### src/rtl/bram_port_arbiter.sv
// Two-requester arbiter in front of a single-port block RAM with tagged 1-cycle read responses.
// Build option: define BRAM_ARB_FIXED_PRIO_EN for fixed priority (requester 0 wins conflicts).
module bram_port_arbiter #(
   parameter int unsigned RAM_WIDTH = 16,
   parameter int unsigned RAM_DEPTH = 1024,
   localparam int unsigned ADDR_W   = $clog2(RAM_DEPTH)
) (
   input  logic                   clk,
   input  logic                   rst_n,
   input  logic [1:0]             req_valid,
   input  logic [1:0]             req_we,
   input  logic [2*ADDR_W-1:0]    req_addr,
   input  logic [2*RAM_WIDTH-1:0] req_wdata,
   output logic [1:0]             req_ready,
   output logic                   rsp_valid,
   output logic                   rsp_id,
   output logic [RAM_WIDTH-1:0]   rsp_data,
   output logic                   ram_write_enable,
   output logic                   ram_read_enable,
   output logic [ADDR_W-1:0]      ram_address,
   output logic [RAM_WIDTH-1:0]   ram_data_in,
   input  logic [RAM_WIDTH-1:0]   ram_data_out
);

   logic [1:0]           grant;
   logic                 gnt_id;
   logic                 gnt_any;
   logic                 gnt_we;
   logic [ADDR_W-1:0]    gnt_addr;
   logic [RAM_WIDTH-1:0] gnt_wdata;

   logic pend_valid_q, pend_valid_d;
   logic pend_id_q, pend_id_d;

`ifdef BRAM_ARB_FIXED_PRIO_EN
   // Requester 0 always wins a conflict; no priority state is kept.
   always_comb begin
      grant = 2'b00;
      if (rst_n) begin
         unique case (req_valid)
            2'b01:   grant = 2'b01;
            2'b10:   grant = 2'b10;
            2'b11:   grant = 2'b01;
            default: grant = 2'b00;
         endcase
      end
   end
`else
   logic last_grant_q, last_grant_d;

   // On conflict the requester that did not win last time is served.
   always_comb begin
      grant = 2'b00;
      if (rst_n) begin
         unique case (req_valid)
            2'b01:   grant = 2'b01;
            2'b10:   grant = 2'b10;
            2'b11:   grant = last_grant_q ? 2'b01 : 2'b10;
            default: grant = 2'b00;
         endcase
      end
   end

   always_comb begin
      last_grant_d = last_grant_q;
      if (gnt_any) begin
         last_grant_d = gnt_id;
      end
   end

   always_ff @(posedge clk or negedge rst_n) begin
      if (!rst_n) begin
         last_grant_q <= 1'b1;
      end else begin
         last_grant_q <= last_grant_d;
      end
   end
`endif

   assign req_ready = grant;
   assign gnt_any   = |grant;
   assign gnt_id    = grant[1];

   always_comb begin
      gnt_we    = 1'b0;
      gnt_addr  = '0;
      gnt_wdata = '0;
      if (gnt_any) begin
         if (gnt_id) begin
            gnt_we    = req_we[1];
            gnt_addr  = req_addr[2*ADDR_W-1:ADDR_W];
            gnt_wdata = req_wdata[2*RAM_WIDTH-1:RAM_WIDTH];
         end else begin
            gnt_we    = req_we[0];
            gnt_addr  = req_addr[ADDR_W-1:0];
            gnt_wdata = req_wdata[RAM_WIDTH-1:0];
         end
      end
   end

   assign ram_write_enable = gnt_any && gnt_we;
   assign ram_read_enable  = gnt_any && !gnt_we;
   assign ram_address      = gnt_addr;
   assign ram_data_in      = gnt_wdata;

   // A read accepted now is answered next cycle straight from the RAM's output register.
   always_comb begin
      pend_valid_d = gnt_any && !gnt_we;
      pend_id_d    = pend_id_q;
      if (gnt_any && !gnt_we) begin
         pend_id_d = gnt_id;
      end
   end

   always_ff @(posedge clk or negedge rst_n) begin
      if (!rst_n) begin
         pend_valid_q <= 1'b0;
         pend_id_q    <= 1'b0;
      end else begin
         pend_valid_q <= pend_valid_d;
         pend_id_q    <= pend_id_d;
      end
   end

   assign rsp_valid = pend_valid_q;
   assign rsp_id    = pend_id_q;
   assign rsp_data  = pend_valid_q ? ram_data_out : '0;

   a_enables_exclusive : assert property (@(posedge clk) disable iff (!rst_n)
      !(ram_write_enable && ram_read_enable));
   a_single_accept : assert property (@(posedge clk) disable iff (!rst_n)
      $onehot0(req_ready));

endmodule

### config.mk
export PLATFORM = sky130hd
export DESIGN_NAME = bram_port_arbiter
export DESIGN_NICKNAME = d
export VERILOG_FILES = /design/src/rtl/bram_port_arbiter.sv
export SDC_FILE = /design/constraint.sdc
export NUM_CORES = 1
export LEC_CHECK = 0
export CORE_UTILIZATION = 24
export DETAILED_ROUTE_END_ITERATION = 12
export HOLD_SLACK_MARGIN = 0.03
export PLACE_DENSITY = 0.76
export SLEW_MARGIN = 30
export SYNTH_ARGS = -nofsm -noshare
export SYNTH_HDL_FRONTEND = slang
export SYNTH_SLANG_ARGS = --single-unit
### constraint.sdc
create_clock -name clk -period 1.43 [get_ports clk]
set_input_delay 0.143 -clock clk [delete_from_list [all_inputs] [get_ports clk]]
set_output_delay 0.143 -clock clk [all_outputs]
set_load 0.01 [all_outputs]
==> flow_metrics.tcl <==
set metrics [dict create \
    drt-pass1-iter-count 4 \
    root_buffer "clkbuf_4" \
    fmax_mhz 603 \
    fp.dieArea_mm2 0.00388 \
    hpwlAfterDp_mm 3.03 \
    synth_simple_gate_area_share_pct 33.5 \
    drc 0 \
    synthMuxAreaShare_pct 0 \
    seq_area_frac_synth_pct 8.74 \
    dp_cells 302 \
    grt_pass1_wl_mm 6.94 \
    violations "negative setup slack" \
    grt_overflow_total 0 \
    first_global_vias 1525 \
    yosys.cell_types.count 21 \
    cp_top_family "flip-flops" \
    syn2layout_area_growth_pct 158 \
    core_mm2 0.00342 \
    power.density_mw_per_mm2 481 \
    cp_max_fo 6 \
    arrival_ns 1.52 \
    initial_core_util_pct 25.6 \
    grt_max_degree 19 \
    ant_nets 0 \
    gp_congestion 0.770 \
    slew_headroom_pct 85.2 \
    syn_area_um2 873 \
    synth_compound_area_share_pct 42.4 \
    place_ws_ns -0.524 \
    worst-r2r-setup-slack_ns -0.02 \
    synth_xor_area_share_pct 0 \
    cts.sinks 3 \
    synthAdderAreaFrac_pct 0 \
    cts_buffers 3 \
    drv_cap 0 \
    crit_required_ns 1.29 \
    final_cell_mix "73 x clkdlybuf4s50_1, 29 x buf_2, 26 x nand3_1, 17 x dlygate4sd2_1" \
    holdWs_ns 0.499 \
    syn_avg_cell_area_um2 6.88 \
    tightest_slew_ns 0.221 \
    hold_viol 0 \
    cpMaxStageDelayCell "dfstp_2" \
    ys_seq_elements 3 \
    hold_class "register to register" \
    stdcell_count 312 \
    synth_warnings 0 \
    cp-start-kind "register" \
    die_y_um 62.3 \
    drv_slew 0 \
    htree_levels 1 \
    port_buffers 121 \
    synth_top_family_by_area "compound AO/OA/AOI/OAI gates" \
    synthCells 127 \
    path_cells "and2_4 -> clkbuf_16 -> o21ai_0 -> a21oi_1 -> buf_2" \
    insertedDiodeCount 0 \
    post_drt_via_cell_ratio 4.74 \
    final.setup_skew_ns 0.00316 \
    drt_iter0_markers 51 \
    finalWorstSetupSlack_ns -0.229 \
    leakage_nw 1.02 \
    final_net_count 341 \
    synth_fp_nets 201 \
    rows 21 \
    fin_crit_ns 1.66 \
    grt_usage_pct 21.7 \
    rsz0062_at_grt "true" \
    num_vias 1478 \
    cp_num_buf_inv 2 \
    setup_violations 31 \
    final_common_cell "clkdlybuf4s50_1" \
    path_clk_slew_ns 0.04 \
    fin_crit_sh_pct 116 \
    cts_tree "yes" \
    critical_path_class "register to output port" \
    outcome "complete, but fails checks" \
    critPathCaptureType "output port" \
    wl_per_cell_um 13.3 \
    worst_path_largest_cell_delay_ns 0.52 \
    clkLatencyLatePin_ns 0.24 \
    drive_above_1_share_pct 35.3 \
    antenna_found_initial 0 \
    wirelength_mm 4.16 \
    pin_count 122 \
    ir_worst_vdd_mv 0.435 \
    clockBufferDepth 2 \
    die_w_um 62.3 \
]
## metal layers
layer | track usage, % | up-vias | routed length [µm]
met5 | 0 | - | 0
met4 | 4.65 | 0 | 25
met3 | 4.60 | 4 | 318
met2 | 42.7 | 70 | 2080
met1 | 23.3 | 665 | 1730
li1 | - | 739 | -
## flip-flops by register name, indices dropped and copies added, names as in the netlist
name and cells:
last_grant_q 1, rsp_id 1, rsp_valid 1
## synth_stat cells (all sizes together)
| cell type | count | area share, % |
|---|---|---|
| nor3 | 1 | 0.57 |
| buf | 13 | 14 |
| a21oi | 27 | 20 |
| and3b | 1 | 1.0 |
| clkbuf | 2 | 0.86 |
| a31oi | 1 | 0.72 |
| dfstp | 1 | 3.0 |
| dfrtp | 2 | 5.7 |
| nand2 | 2 | 1.1 |
| nand3 | 27 | 15 |
| nor2 | 3 | 2.1 |
| o21ai | 28 | 21 |
| o32a | 1 | 1.1 |
| and2 | 18 | 13 |
## through the flow
stage,setup TNS [ns],utilization (%),power [mW],area [µm²]
after detailed placement,-15.03,65.3,0.885,2230
after global placement,-14.54,65.3,0.879,2230
final,-5.53,66.1,1.09,2260
after floorplan,0,-,0.425,873
after global routing,-7.34,66.1,1.16,2260
after CTS,-5.35,65.2,1.08,2230
## logic make-up after synthesis
group                  count (synthesis)
and+or+nand+nor                       52
buffers and inverters                 15
AOI/OAI and AO/OA                     57
DFF                                    3
## power breakdown
group / switching (mW) / leakage [nW] / total [mW] / internal [mW]
combinational: 0.331 / 0.966 / 0.820 / 0.489
sequential: 0.00731 / 0.0362 / 0.109 / 0.102
clock: 0.0514 / 0.0150 / 0.157 / 0.105
## final timing paths
kind | start | depth (start not counted) | end
min in group asynchronous | rst_n | 3 | rsp_valid
max reg2reg | last_grant_q | 5 | rsp_id
max in group asynchronous | rst_n | 3 | last_grant_q
min reg2reg | rsp_id | 1 | rsp_id
min | rsp_id | 1 | rsp_id
max | last_grant_q | 5 | ram_address[9]
## repair_timing
action,CTS,global route
gates cloned,2,1
pin swaps,14,11
setup endpoints to repair,46,32
hold endpoints to repair,2,0
hold buffers,1,0
setup buffers,2,1
resized for setup,153,10
## cell type report
| type | instances | area, µm² |
|---|---|---|
| clock buffers | 4 | 26.3 |
| fillers | 314 | 1160 |
| multi-input cells | 109 | 704 |
| flip-flops and latches | 3 | 76.3 |
| well taps | 46 | 57.6 |
| repair buffers | 150 | 1390 |
No activity file was read; power rests on OpenSTA's default activity.
